--- src/rtl/twocmp_pkg.sv ---
// Shared types for the bit-serial two's complement unit.
package twocmp_pkg;

    typedef enum logic [1:0] {
        OP_PASS = 2'd0,
        OP_NEG  = 2'd1,
        OP_ABS  = 2'd2,
        OP_INV  = 2'd3
    } twocmp_op_e;

    typedef enum logic [1:0] {
        IDLE = 2'd0,
        RUN  = 2'd1,
        DONE = 2'd2
    } twocmp_state_e;

endpackage

--- src/rtl/twocmp_bitcell.sv ---
// One bit of the serial two's complement rule: copy up to and including
// the first one, invert every bit after it.
module twocmp_bitcell (
    input  logic b,
    input  logic seen_in,
    input  logic neg,
    input  logic inv,
    output logic out_bit,
    output logic seen_out
);

    always_comb begin
        out_bit  = b;
        seen_out = seen_in | b;
        if (inv) begin
            out_bit = ~b;
        end else if (neg && seen_in) begin
            out_bit = ~b;
        end
    end

endmodule

--- src/rtl/twocmp_seq.sv ---
// Bit-serial two's complement unit: captures an operand on start, processes
// it LSB first one bit per clock, and publishes out/ovf with a done pulse.
module twocmp_seq
    import twocmp_pkg::*;
#(
    parameter int WIDTH = 8
) (
    input  logic             clk,
    input  logic             rst,
    input  logic             start,
    input  logic [1:0]       op,
    input  logic [WIDTH-1:0] a,
    output logic             busy,
    output logic             done,
    output logic [WIDTH-1:0] out,
    output logic             ovf
);

    localparam int CW = (WIDTH > 1) ? $clog2(WIDTH) : 1;
    localparam logic [CW-1:0] LAST = CW'(WIDTH - 1);

    twocmp_state_e    state_q, state_d;
    logic [CW-1:0]    cnt_q, cnt_d;
    logic             seen_q, seen_d;
    logic             neg_q, neg_d;
    logic             inv_q, inv_d;
    logic [WIDTH-1:0] src_q, src_d;
    logic [WIDTH-1:0] res_q, res_d;
    logic [WIDTH-1:0] out_q, out_d;
    logic             ovf_q, ovf_d;

    twocmp_op_e op_e;
    logic       bit_out;
    logic       seen_out;

    assign op_e = twocmp_op_e'(op);

    twocmp_bitcell u_cell (
        .b        (src_q[0]),
        .seen_in  (seen_q),
        .neg      (neg_q),
        .inv      (inv_q),
        .out_bit  (bit_out),
        .seen_out (seen_out)
    );

    always_comb begin
        state_d = state_q;
        cnt_d   = cnt_q;
        seen_d  = seen_q;
        neg_d   = neg_q;
        inv_d   = inv_q;
        src_d   = src_q;
        res_d   = res_q;
        out_d   = out_q;
        ovf_d   = ovf_q;
        case (state_q)
            IDLE: begin
                if (start) begin
                    state_d = RUN;
                    src_d   = a;
                    cnt_d   = '0;
                    seen_d  = 1'b0;
                    neg_d   = (op_e == OP_NEG) || ((op_e == OP_ABS) && a[WIDTH-1]);
                    inv_d   = (op_e == OP_INV);
                end
            end
            RUN: begin
                // Operand shifts out at bit 0 while results shift in at the MSB.
                src_d  = src_q >> 1;
                res_d  = {bit_out, res_q[WIDTH-1:1]};
                seen_d = seen_out;
                cnt_d  = cnt_q + 1'b1;
                if (cnt_q == LAST) begin
                    state_d = DONE;
                    out_d   = {bit_out, res_q[WIDTH-1:1]};
                    ovf_d   = neg_q & ~seen_q & src_q[0];
                end
            end
            DONE: begin
                state_d = IDLE;
            end
            default: begin
                state_d = IDLE;
            end
        endcase
    end

    always_ff @(posedge clk or posedge rst) begin
        if (rst) begin
            state_q <= IDLE;
            cnt_q   <= '0;
            seen_q  <= 1'b0;
            neg_q   <= 1'b0;
            inv_q   <= 1'b0;
            src_q   <= '0;
            res_q   <= '0;
            out_q   <= '0;
            ovf_q   <= 1'b0;
        end else begin
            state_q <= state_d;
            cnt_q   <= cnt_d;
            seen_q  <= seen_d;
            neg_q   <= neg_d;
            inv_q   <= inv_d;
            src_q   <= src_d;
            res_q   <= res_d;
            out_q   <= out_d;
            ovf_q   <= ovf_d;
        end
    end

    assign busy = (state_q != IDLE);
    assign done = (state_q == DONE);
    assign out  = out_q;
    assign ovf  = ovf_q;

endmodule

--- config.mk ---
export PLATFORM = sky130hd
export DESIGN_NAME = twocmp_seq
export DESIGN_NICKNAME = d
export VERILOG_FILES = /design/src/rtl/twocmp_pkg.sv /design/src/rtl/twocmp_bitcell.sv /design/src/rtl/twocmp_seq.sv
export SDC_FILE = /design/constraint.sdc
export NUM_CORES = 1
export LEC_CHECK = 0
export CAP_MARGIN = 20
export CORE_ASPECT_RATIO = 0.6
export CORE_MARGIN = 4
export CORE_UTILIZATION = 46
export CTS_BUF_LIST = sky130_fd_sc_hd__clkbuf_8
export CTS_CLUSTER_SIZE = 25
export DETAILED_ROUTE_END_ITERATION = 12
export MAX_ROUTING_LAYER = met4
export PLACE_DENSITY_LB_ADDON = 0.15
export SETUP_SLACK_MARGIN = 0.5
export SYNTH_ARGS = -nofsm -noshare
export SYNTH_HDL_FRONTEND = slang
export SYNTH_SLANG_ARGS = --single-unit
--- constraint.sdc ---
create_clock -name clk -period 3.2 [get_ports clk]
set_input_delay 0.32 -clock clk [delete_from_list [all_inputs] [get_ports clk]]
set_output_delay 0.32 -clock clk [all_outputs]
set_load 0.02 [all_outputs]
== Yosys cells after proc, flatten, opt, wreduce, memory -nomap -nowiden ==
Cells that the tools add are included.

* Bits in registers: 33
* Input bits: 13
* Output and inout bits: 11
* Word-level logic and storage cells: 44

* Add/subtract/negate cells: 1
* Eq/ne operators: 8
* Multiplexer cells: 11
* Bitwise logic cells: 5
* Reduce and logical (&&, ||, !) cells: 10

{| class="wikitable"
|+ Operator list
! cell !! number
|-
| one-hot mux 8 bit (2 select lines) || 1
|-
| two-way mux 8 bit || 1
|-
| AND reduction 2 bit || 4
|-
| equality test 2 bit, second input constant || 3
|-
| one-hot mux 3 bit (2 select lines) || 1
|-
| equality test 2 x 1 -> 1 bit, second input constant || 2
|-
| two-way mux 2 bit || 2
|-
| != test 2 bit, second input constant || 2
|-
| one-hot mux 2 bit (2 select lines) || 1
|-
| nonzero test 2 bit || 2
|-
| adder 3 x 1 -> 3 bit, second input constant || 1
|-
| equality test 3 bit, second input constant || 1
|-
| two-way mux 1 bit || 3
|-
| two-way mux 3 bit || 1
|-
| AND 1 bit || 2
|-
| logical AND 1 bit || 2
|-
| logical NOT 2 bit || 1
|-
| NOT 1 bit || 2
|-
| one-hot mux 1 bit (2 select lines) || 1
|-
| logical OR 1 bit || 1
|-
| OR 1 bit || 1
|}

== Logic depth before layout (Yosys ltp) ==
Gate-level depths: netlist of run 1.

* Depth in word-level cells: 3
* Mapped depth: 5
* Mapped depth without buffers: 5

== Cells and area by module ==
A second synthesis of run 1 with hierarchy kept.

* Cells, all modules: 112
* Area, all modules: 1458.9 um2

{| class="wikitable"
|+ Modules (own cells, without submodules)
! module !! times used !! cells each !! area an instance (um2) !! seq. area each (um2)
|-
| twocmp_seq || 1 || 109 || 1435.1 || 800.8
|-
| twocmp_bitcell || 1 || 3 || 23.8 || 0.0
|}

== Worst setup path before layout of run 1 ==
Ideal clock, no wire load.

* Kind: flip-flop to flip-flop
* Start point: register cnt_q[0]
* End point: register out_q[0] (netlist: out[0])
* Library setup time: 0.125 ns
* Arrival time: 1.282 ns
* Required time: 3.075 ns
* Slack: 1.793 ns
* Stages on the path, launching flop included: 5
* Clock period less this slack: 1.407 ns
* Cells stage by stage: dfrtp_1 > ha_1 > ha_1 > nand3b_2 > mux2_2

* Word-level cells in the longest chain between the ends: 2

{| class="wikitable"
|+ RTL lines
! element !! line !! RTL
|-
| from (decl) || twocmp_seq.sv:23 || <nowiki>logic [CW-1:0] cnt_q, cnt_d;</nowiki>
|-
| from (signal assigned) || twocmp_seq.sv:102 || <nowiki>cnt_q <= cnt_d;</nowiki>
|-
| equality test 3 bit || twocmp_seq.sv:74 || <nowiki>if (cnt_q == LAST) begin</nowiki>
|-
| AND reduction 2 bit (no source line) || - ||
|-
| to (signal assigned) || twocmp_seq.sv:108 || <nowiki>out_q <= out_d;</nowiki>
|-
| to (decl) || twocmp_seq.sv:29 || <nowiki>logic [WIDTH-1:0] out_q, out_d;</nowiki>
|}

Every way passes these cells.
A chain may end at the register's enable or synchronous reset.

== Worst setup path in the final report of run 1 ==
* Start point: register state_q[1]
* End point: output busy

* Word-level cells in the longest chain between the ends: 1

{| class="wikitable"
|+ RTL lines
! element !! line !! RTL
|-
| from (decl) || twocmp_seq.sv:22 || <nowiki>twocmp_state_e state_q, state_d;</nowiki>
|-
| from (signal assigned) || twocmp_seq.sv:101 || <nowiki>state_q <= state_d;</nowiki>
|-
| nonzero test 2 bit || twocmp_seq.sv:113 || <nowiki>assign busy = (state_q != IDLE);</nowiki>
|-
| to (decl) || twocmp_seq.sv:13 || <nowiki>output logic busy,</nowiki>
|}

Every way passes these cells.

==> results of run 1 <==
==> power breakdown <==
group | total (µW) | internal [µW] | switching (µW)
clock | 306 | 169 | 137
sequential | 720 | 597 | 123
combinational | 682 | 326 | 356
==> cell families (layout without fill, tap and decap cells) <==
group,Yosys count,count (layout),synth area share
compound gates,13,13,0.0659
xor+xnor,1,1,0.00641
fa+ha+maj,2,2,0.0183
buf+inv,8,34,0.0440
flops,32,32,0.586
mux,10,10,0.0824
simple gates,57,57,0.197
==> per-layer routing <==
layer,GRT usage,up-vias,part of all wire
met5,-,-,0
met4,0.0436,0,0.0021
met3,0.0554,2,0.041
met2,0.207,20,0.44
met1,0.200,470,0.52
li1,-,464,-
==> worst reg2reg max path, stage by stage, from the launching register on <==
cell	delay [ps]
dfrtp_1	380
ha_1	170
ha_1	170
nand3b_2	240
inv_1	160
mux2_2	340
==> layout make-up <==
class / count / share of cell area
flip-flops and latches: 32 / 0.473
multi-input cells: 83 / 0.299
repair buffers: 24 / 0.141
clock buffers: 6 / 0.0488
well taps: 40 / 0.0296
clock inverters: 2 / 0.00444
inverters: 2 / 0.00444
==> per-stage QoR <==
| step | instance area, µm² | power, µW |
|---|---|---|
| 3_5_place_dp | 1600 | 1410 |
| 2_1_floorplan | 1370 | 1220 |
| 5_1_grt | 1690 | 1860 |
| 4_1_cts | 1690 | 1730 |
| 3_3_place_gp | 1600 | 1390 |
| 6_report | 1690 | 1710 |
==> final timing paths <==
path	end	slack [ps]	cells past startpoint
setup / recovery	busy	1330	2
hold / removal	src_q[0]$_DFFE_PP0P_	420	2
setup reg to reg	out[7]$_DFFE_PP0P_	1640	5
hold reg to reg	inv_q$_DFFE_PP0P_	490	2
max in group asynchronous	res_q[1]$_DFFE_PP0P_	2130	3
min in group clk	inv_q$_DFFE_PP0P_	490	2
==> state kept, by name, summed over array words and instances (netlist names) <==
signal and count:
out 8, src_q 8, res_q 7, cnt_q 3
state_q 2, inv_q 1, neg_q 1, ovf 1
seen_q 1
==> cells in the final DEF, fill, tap and decap left out <==
cell              n
nor2_1            8
or3b_1            1
and2b_2           2
nand3_1           5
ha_1              2
nand2b_1          1
nand3b_1          1
nor3_1            7
nand2_1          29
buf_4             1
o21ai_0           2
inv_1             4
o22ai_1           5
dfrtp_1          32
mux2_2           10
xnor2_1           1
clkbuf_8          6
nor3b_2           1
o22ai_2           2
o21ai_2           1
a21oi_1           2
nand3b_2          1
clkdlybuf4s50_1  23
or2_2             1
o21ai_1           1
==> impl_metrics.toml, run 1 <==
[outcome]
status = "finished, final reports clean"

[placed_design]
hpwl_um = 1650
post-place-ws_ps = 1390
dp.cells = 181
place_congestion = 0.674
port_buffers = 23

[critical_path]
path_cells = "or2_2 -> clkdlybuf4s50_1"
setup.worst_path.start = "state_q[1]$_DFFE_PP0P_"
critPathMaxStageDelay_ps = 540
start_kind = "flop"
endpoint_kind = "primary output"
r2r-start = "cnt_q[0]$_DFFE_PP0P_"
cp.required_ps = 2880
crit_arrival_ps = 1550
critPathKind = "flop to primary output"
crit_family = "buffers and inverters"
crit_slowest_cell = "clkdlybuf4s50_1"
path_buf_inv = 1
path_max_fanout = 7

[global_route]
grt_overflow = 0
grt_max_degree = 20
grt_first_pass_wirelength_um = 4380
grt_usage = 0.148
grt_pass1_vias = 960
antenna_found_initial = 0

[finish]
ff_latch_area_um2 = 801
area_growth_pct = 23.8
final_cells = 189
fin_util = 0.635
final_nets = 163
multi_input_area_um2 = 505
diodes = 0
drive_above_1_share = 0.168
fill_cells = 224

[synthesis]
synth_area_leaders = "dfrtp_1 59%, mux2_2 8.2%, nand2_1 8.0%"
ys.flop_type = "dfrtp_1"
yosysTopAreaCell = "dfrtp_1"
yosys_warnings = 0
yosysMostFrequentCell = "dfrtp_1"
yosysSeqAreaShare = 0.586
netlist.area_leader.share = 0.586
synth.cell_area_mm2 = 0.00137
netlist_instances = 123
synthTopCellsByCount = "32 x dfrtp_1, 29 x nand2_1, 10 x mux2_2, 8 x nor2_1, 7 x nor3_1"
synthArstFlopShare = 1.00
ys_types = 25
ys_ff_latch = 32
syn_area_per_cell_um2 = 11.1
synth-edff-count = 0
synthesis.nets = 138

[power_and_ir_drop]
cellLeakagePower_uw = 0.000781
ir_drop_v = 0.000505
power.density_mw_per_mm2 = 1010

[sta]
setup_violations = 0
setup_ws_ps = 1330
hold_viol_final = 0
whs_ps = 424
finalCriticalPeriod_ps = 1870
fmax_mhz = 535
tightest_slew_ps = 771
finalCritPeriodShare = 0.584
fin_skew_ps = 4.98
slew_headroom = 0.486
drv_slew = 0
fin_tns_setup_ps = 0
rsz0062_at_grt = "false"

[route]
routed_via_density = 5.06
finalWirelength_um = 2410
route.antenna.remaining_nets = 0
post-route-drc-count = 0
dr_total_vias = 956
wire_per_inst_um = 12.7
drtIter0Drc = 55
firstDrtPassIters = 4

[clock_network]
cts_buffers = 5
cts.clk_slew.worst_paths_ps = 60
post-cts-setup-buffers = 0
cts-resized-gates = 0
clock_latency_ps = 280
cts_root_buf = "clkbuf_8"
cts_tree = "built"
clk_path_buf_depth = 2
htree_levels = 2
cts_hold_buffers = 0
clock_sinks = 32

[floorplan]
die_y_um = 50.2
design.core.area_mm2 = 0.00266
dieArea_mm2 = 0.00393
initial_core_util = 0.513
top_level_ports = 24
die_w_um = 78.4
rows = 14

[run]
max_cap_violations = 0

[min_path]
hold_class = "primary input to async pin"
Note: power is estimated with default switching activity, not from simulation.
==> run 2, diff against run 1 <==
==> constraint.sdc (replaced) <==
create_clock -name clk -period 1.5 [get_ports clk]
set_input_delay 0.15 -clock clk [delete_from_list [all_inputs] [get_ports clk]]
set_output_delay 0.15 -clock clk [all_outputs]
set_load 0.02 [all_outputs]
==> impl_metrics.toml, run 2 (synthesis results as in run 1) <==
[sta]
finalCritPeriodShare = 0.919
fmax_mhz = 725
fin_tns_setup_ps = 0
hold_viol_final = 0
tightest_slew_ps = 420
drv_slew = 0
setup_violations = 0
rsz0062_at_grt = "true"
fin_skew_ps = 5.60
setup_ws_ps = 121
finalCriticalPeriod_ps = 1380
slew_headroom = 0.720

[route]
firstDrtPassIters = 5
finalWirelength_um = 3400
drtIter0Drc = 136
post-route-drc-count = 0
route.antenna.remaining_nets = 0
dr_total_vias = 1089
routed_via_density = 5.16
wire_per_inst_um = 16.1

[global_route]
grt_first_pass_wirelength_um = 5570
antenna_found_initial = 0
grt_usage = 0.199
grt_pass1_vias = 1099
grt_overflow = 0
grt_max_degree = 24

[finish]
ff_latch_area_um2 = 803
drive_above_1_share = 0.497
layout_common_cells = "30 x dfrtp_1, 19 x nand2_1, 13 x buf_6"
diodes = 0
area_growth_pct = 53.2
multi_input_area_um2 = 701
fill_cells = 151
layout_commonest_cell = "dfrtp_1"
final_nets = 185

[clock_network]
cts_root_buf = "clkbuf_8"
clk_path_buf_depth = 2
htree_levels = 2
cts_hold_buffers = 0
clock_latency_ps = 280
cts.clk_slew.worst_paths_ps = 70
cts_buffers = 5
clock_sinks = 32
cts_tree = "built"

[critical_path]
r2r-end = "out[7]$_DFFE_PP0P_"
crit_arrival_ps = 1550
cp.required_ps = 1670
path_max_fanout = 5
start_kind = "flop"
r2r-start = "cnt_q[0]$_DFFE_PP0P_"
reg2reg_slack_ps = 120
reg2reg_depth = 5
endpoint_kind = "flop"
critPathKind = "flop to flop"

[power_and_ir_drop]
cellLeakagePower_uw = 0.00101
netSwitchingFraction = 0.379
pwr-share-seq = 0.352
clock_power_share = 0.143
power.density_mw_per_mm2 = 2250
total_power_uw = 4710
power.internal_uw = 2930
power_frac_comb = 0.505
p_sw_uw = 1780
ir_drop_v = 0.00116

[floorplan]
initial_core_util = 0.513
die_y_um = 50.2
rows = 14
top_level_ports = 24
dieArea_mm2 = 0.00393
design.core.area_mm2 = 0.00266
die_w_um = 78.4

[placed_design]
port_buffers = 23
hpwl_um = 1820
post-place-ws_ps = 39.1
place_congestion = 0.698

[outcome]
status = "finished, final reports clean"

[run]
max_cap_violations = 0

[min_path]
hold_class = "primary input to async pin"
[run 2: changes by cell type in the layout (fill, tap and decap cells not counted), sizes merged]
cell,before,now
nand3b,2,3
clkdlybuf4s50,23,12
buf,1,33
[run 2: area by class of cell]
cell class                      count  share of cell area
Clock buffer                        6              0.0395
Clock inverter                      2             0.00359
Multi-Input combinational cell     84               0.335
Tap cell                           40              0.0239
Sequential cell                    32               0.384
Inverter                            2             0.00359
Timing Repair Buffer               45               0.211
[run 2: per-layer routing]
metal	vias to the layer above	wire length [µm]	global-route usage
met3	5	235	0.0714
li1	514	-	-
met4	0	50	0.0785
met2	39	1530	0.283
met1	531	1590	0.261
met5	-	0	-
[run 2: worst max-delay path by stage]
stage                         start                   end  slack [ps]  cells after the start
3_3_place_gp                  start  src_q[1]$_DFFE_PP0P_          60                      5
4_1_cts        cnt_q[1]$_DFFE_PP0P_    out[7]$_DFFE_PP0P_         140                      5
2_1_floorplan  cnt_q[0]$_DFFE_PP0P_    out[0]$_DFFE_PP0P_         180                      4
6_report       cnt_q[0]$_DFFE_PP0P_    out[7]$_DFFE_PP0P_         120                      5
5_1_grt        cnt_q[0]$_DFFE_PP0P_    out[7]$_DFFE_PP0P_          70                      5
3_5_place_dp                  start  src_q[1]$_DFFE_PP0P_          40                      5
[run 2: timing repair]
item	in CTS	in global routing
pin swaps	12	6
setup buffers	10	5
setup endpoints to repair	43	40
cloned	2	0
endpoints found under the hold margin	0	0
gates resized for setup	83	24
[run 2: worst max-delay path, cell delays in order, from the launching register on]
cell,delay [ps]
dfrtp_1,360
ha_2,210
ha_4,170
nand3b_4,130
inv_2,90
mux2_4,290
[run 2: metrics by stage]
stage	hold slack (ps)	cells	cell area [µm²]	utilization
finish	152	211	2090	0.786
global route	201	211	2090	0.786
CTS	165	206	1970	0.738
detailed placement	463	186	1700	0.637
global placement	460	186	1700	0.637
floorplan	255	123	1420	-
[run 2: power groups by stage]
stage,Sequential (µW),Combinational [µW],Clock (µW)
6_report,1660,2380,674
5_1_grt,1700,2570,728
4_1_cts,1590,2040,673
3_5_place_dp,1580,1640,0
3_3_place_gp,1560,1590,0
2_1_floorplan,1650,1090,0
==> run 3, diff against run 2 <==
==> constraint.sdc (replaced) <==
create_clock -name clk -period 1.3 [get_ports clk]
set_input_delay 0.13 -clock clk [delete_from_list [all_inputs] [get_ports clk]]
set_output_delay 0.13 -clock clk [all_outputs]
set_load 0.005 [all_outputs]
==> impl_metrics.toml, run 3 (synthesis results as in run 1) <==
[floorplan]
rows = 14
die_y_um = 50.2
design.core.area_mm2 = 0.00266
die_w_um = 78.4
top_level_ports = 24
dieArea_mm2 = 0.00393
initial_core_util = 0.513

[critical_path]
path_cells = "buf_6 -> or3b_4 -> buf_8 -> nand3_1 -> nand2_1"
critPathKind = "flop to flop"
critPathMaxStageDelay_ps = 420
reg2reg_depth = 5
r2r-end = "cnt_q[2]$_DFFE_PP0P_"
start_kind = "flop"
crit_slowest_cell = "or3b_4"
crit_arrival_ps = 1560
r2r-start = "state_q[0]$_DFFE_PP0P_"
endpoint_kind = "flop"
path_max_fanout = 7
setup.worst_path.start = "state_q[0]$_DFFE_PP0P_"
cp.required_ps = 1460
reg2reg_slack_ps = -100
crit_path_end = "cnt_q[2]$_DFFE_PP0P_"

[power_and_ir_drop]
ir_drop_v = 0.00125
power.density_mw_per_mm2 = 2520
cellLeakagePower_uw = 0.00106

[finish]
fill_cells = 168
final_nets = 195
layout_commonest_cell = "dfrtp_1"
drive_above_1_share = 0.569
final_cells = 221
area_growth_pct = 58.2
multi_input_area_um2 = 703
diodes = 0
ff_latch_area_um2 = 802
fin_util = 0.812
layout_common_cells = "31 x dfrtp_1, 19 x buf_4, 14 x nand2_1"

[sta]
finalCritPeriodShare = 1.07
setup_violations = 22
drv_slew = 0
slew_headroom = 0.838
setup_ws_ps = -96.6
tightest_slew_ps = 242
rsz0062_at_grt = "true"
hold_viol_final = 0
finalCriticalPeriod_ps = 1400
whs_ps = 251
fmax_mhz = 716
fin_skew_ps = 14.5

[clock_network]
clock_latency_ps = 280
cts.clk_slew.worst_paths_ps = 70
cts_buffers = 5
clk_path_buf_depth = 2
cts_hold_buffers = 0
clock_sinks = 32
cts_root_buf = "clkbuf_8"
htree_levels = 2
cts_tree = "built"

[placed_design]
dp.cells = 195
port_buffers = 23
post-place-ws_ps = -160
hpwl_um = 2000
place_congestion = 0.697

[route]
route.antenna.remaining_nets = 0
post-route-drc-count = 0
wire_per_inst_um = 16.7
dr_total_vias = 1154
drtIter0Drc = 72
routed_via_density = 5.22
finalWirelength_um = 3700
firstDrtPassIters = 4

[outcome]
status = "finished, violations left"
violations = "setup timing"

[global_route]
grt_first_pass_wirelength_um = 5820
grt_pass1_vias = 1188
grt_overflow = 0
grt_usage = 0.199
grt_max_degree = 33
antenna_found_initial = 0

[run]
max_cap_violations = 0

[min_path]
hold_class = "primary input to async pin"
==> run 3: cell count changes in the layout (fill, tap and decap cells not counted), sizes merged <==
cell	change
inv	-2
clkbuf	+2
clkinvlp	+1
buf	+9
==> run 3: worst min path at each step <==
stage                                     from                      to  slack [ps]
after global routing                       rst    cnt_q[0]$_DFFE_PP0P_         270
after global placement    res_q[1]$_DFFE_PP0P_    res_q[1]$_DFFE_PP0P_         460
final                                      rst  state_q[0]$_DFFE_PP0P_         250
after CTS                                  rst    cnt_q[0]$_DFFE_PP0P_         260
after floorplan                            rst    cnt_q[0]$_DFFE_PP0P_          60
after detailed placement     inv_q$_DFFE_PP0P_       inv_q$_DFFE_PP0P_         470
==> run 3: area by class of cell <==
cell class | instances | area share
multi-input cells | 84 | 0.325
inverters | 2 | 0.00521
well taps | 40 | 0.0232
clock buffers | 7 | 0.0446
repair buffers | 55 | 0.229
clock inverters | 1 | 0.00174
flip-flops and latches | 32 | 0.371
==> run 3: report_power, final <==
part | switching, µW | internal [µW]
clock network | 339 | 475
logic | 1230 | 1550
registers | 384 | 1470
==> run 3: worst max-delay path: cells and delay by family (launching register included) <==
kind	cells	cell delay (ps)
buffers and inverters	2	280
flip-flops	1	410
AND/OR/NAND/NOR	3	580
==> run 3: per-layer routing <==
layer | share of wire | vias to the layer above | routed length (µm) | global-route usage
li1 | - | 535 | - | -
met1 | 0.45 | 583 | 1660 | 0.260
met2 | 0.50 | 32 | 1850 | 0.320
met3 | 0.042 | 4 | 154 | 0.0518
met4 | 0.0081 | 0 | 30 | 0.0407
met5 | 0 | - | 0 | -
==> run 3: repair_timing <==
action,4_1_cts,5_1_grt
setup endpoints to repair,43,43
setup buffers,9,5
pin swaps,16,11
cloned,4,0
endpoints found under the hold margin,0,0
gates resized for setup,81,21
==> run 3: per-stage QoR <==
step	power, µW	cell area, µm²	setup TNS [ps]
after floorplan	2990	1430	-114
after global placement	3620	1770	-1550
after detailed placement	3730	1770	-2420
after CTS	5060	2060	-1170
after global routing	5790	2160	-2140
final	5450	2160	-1410
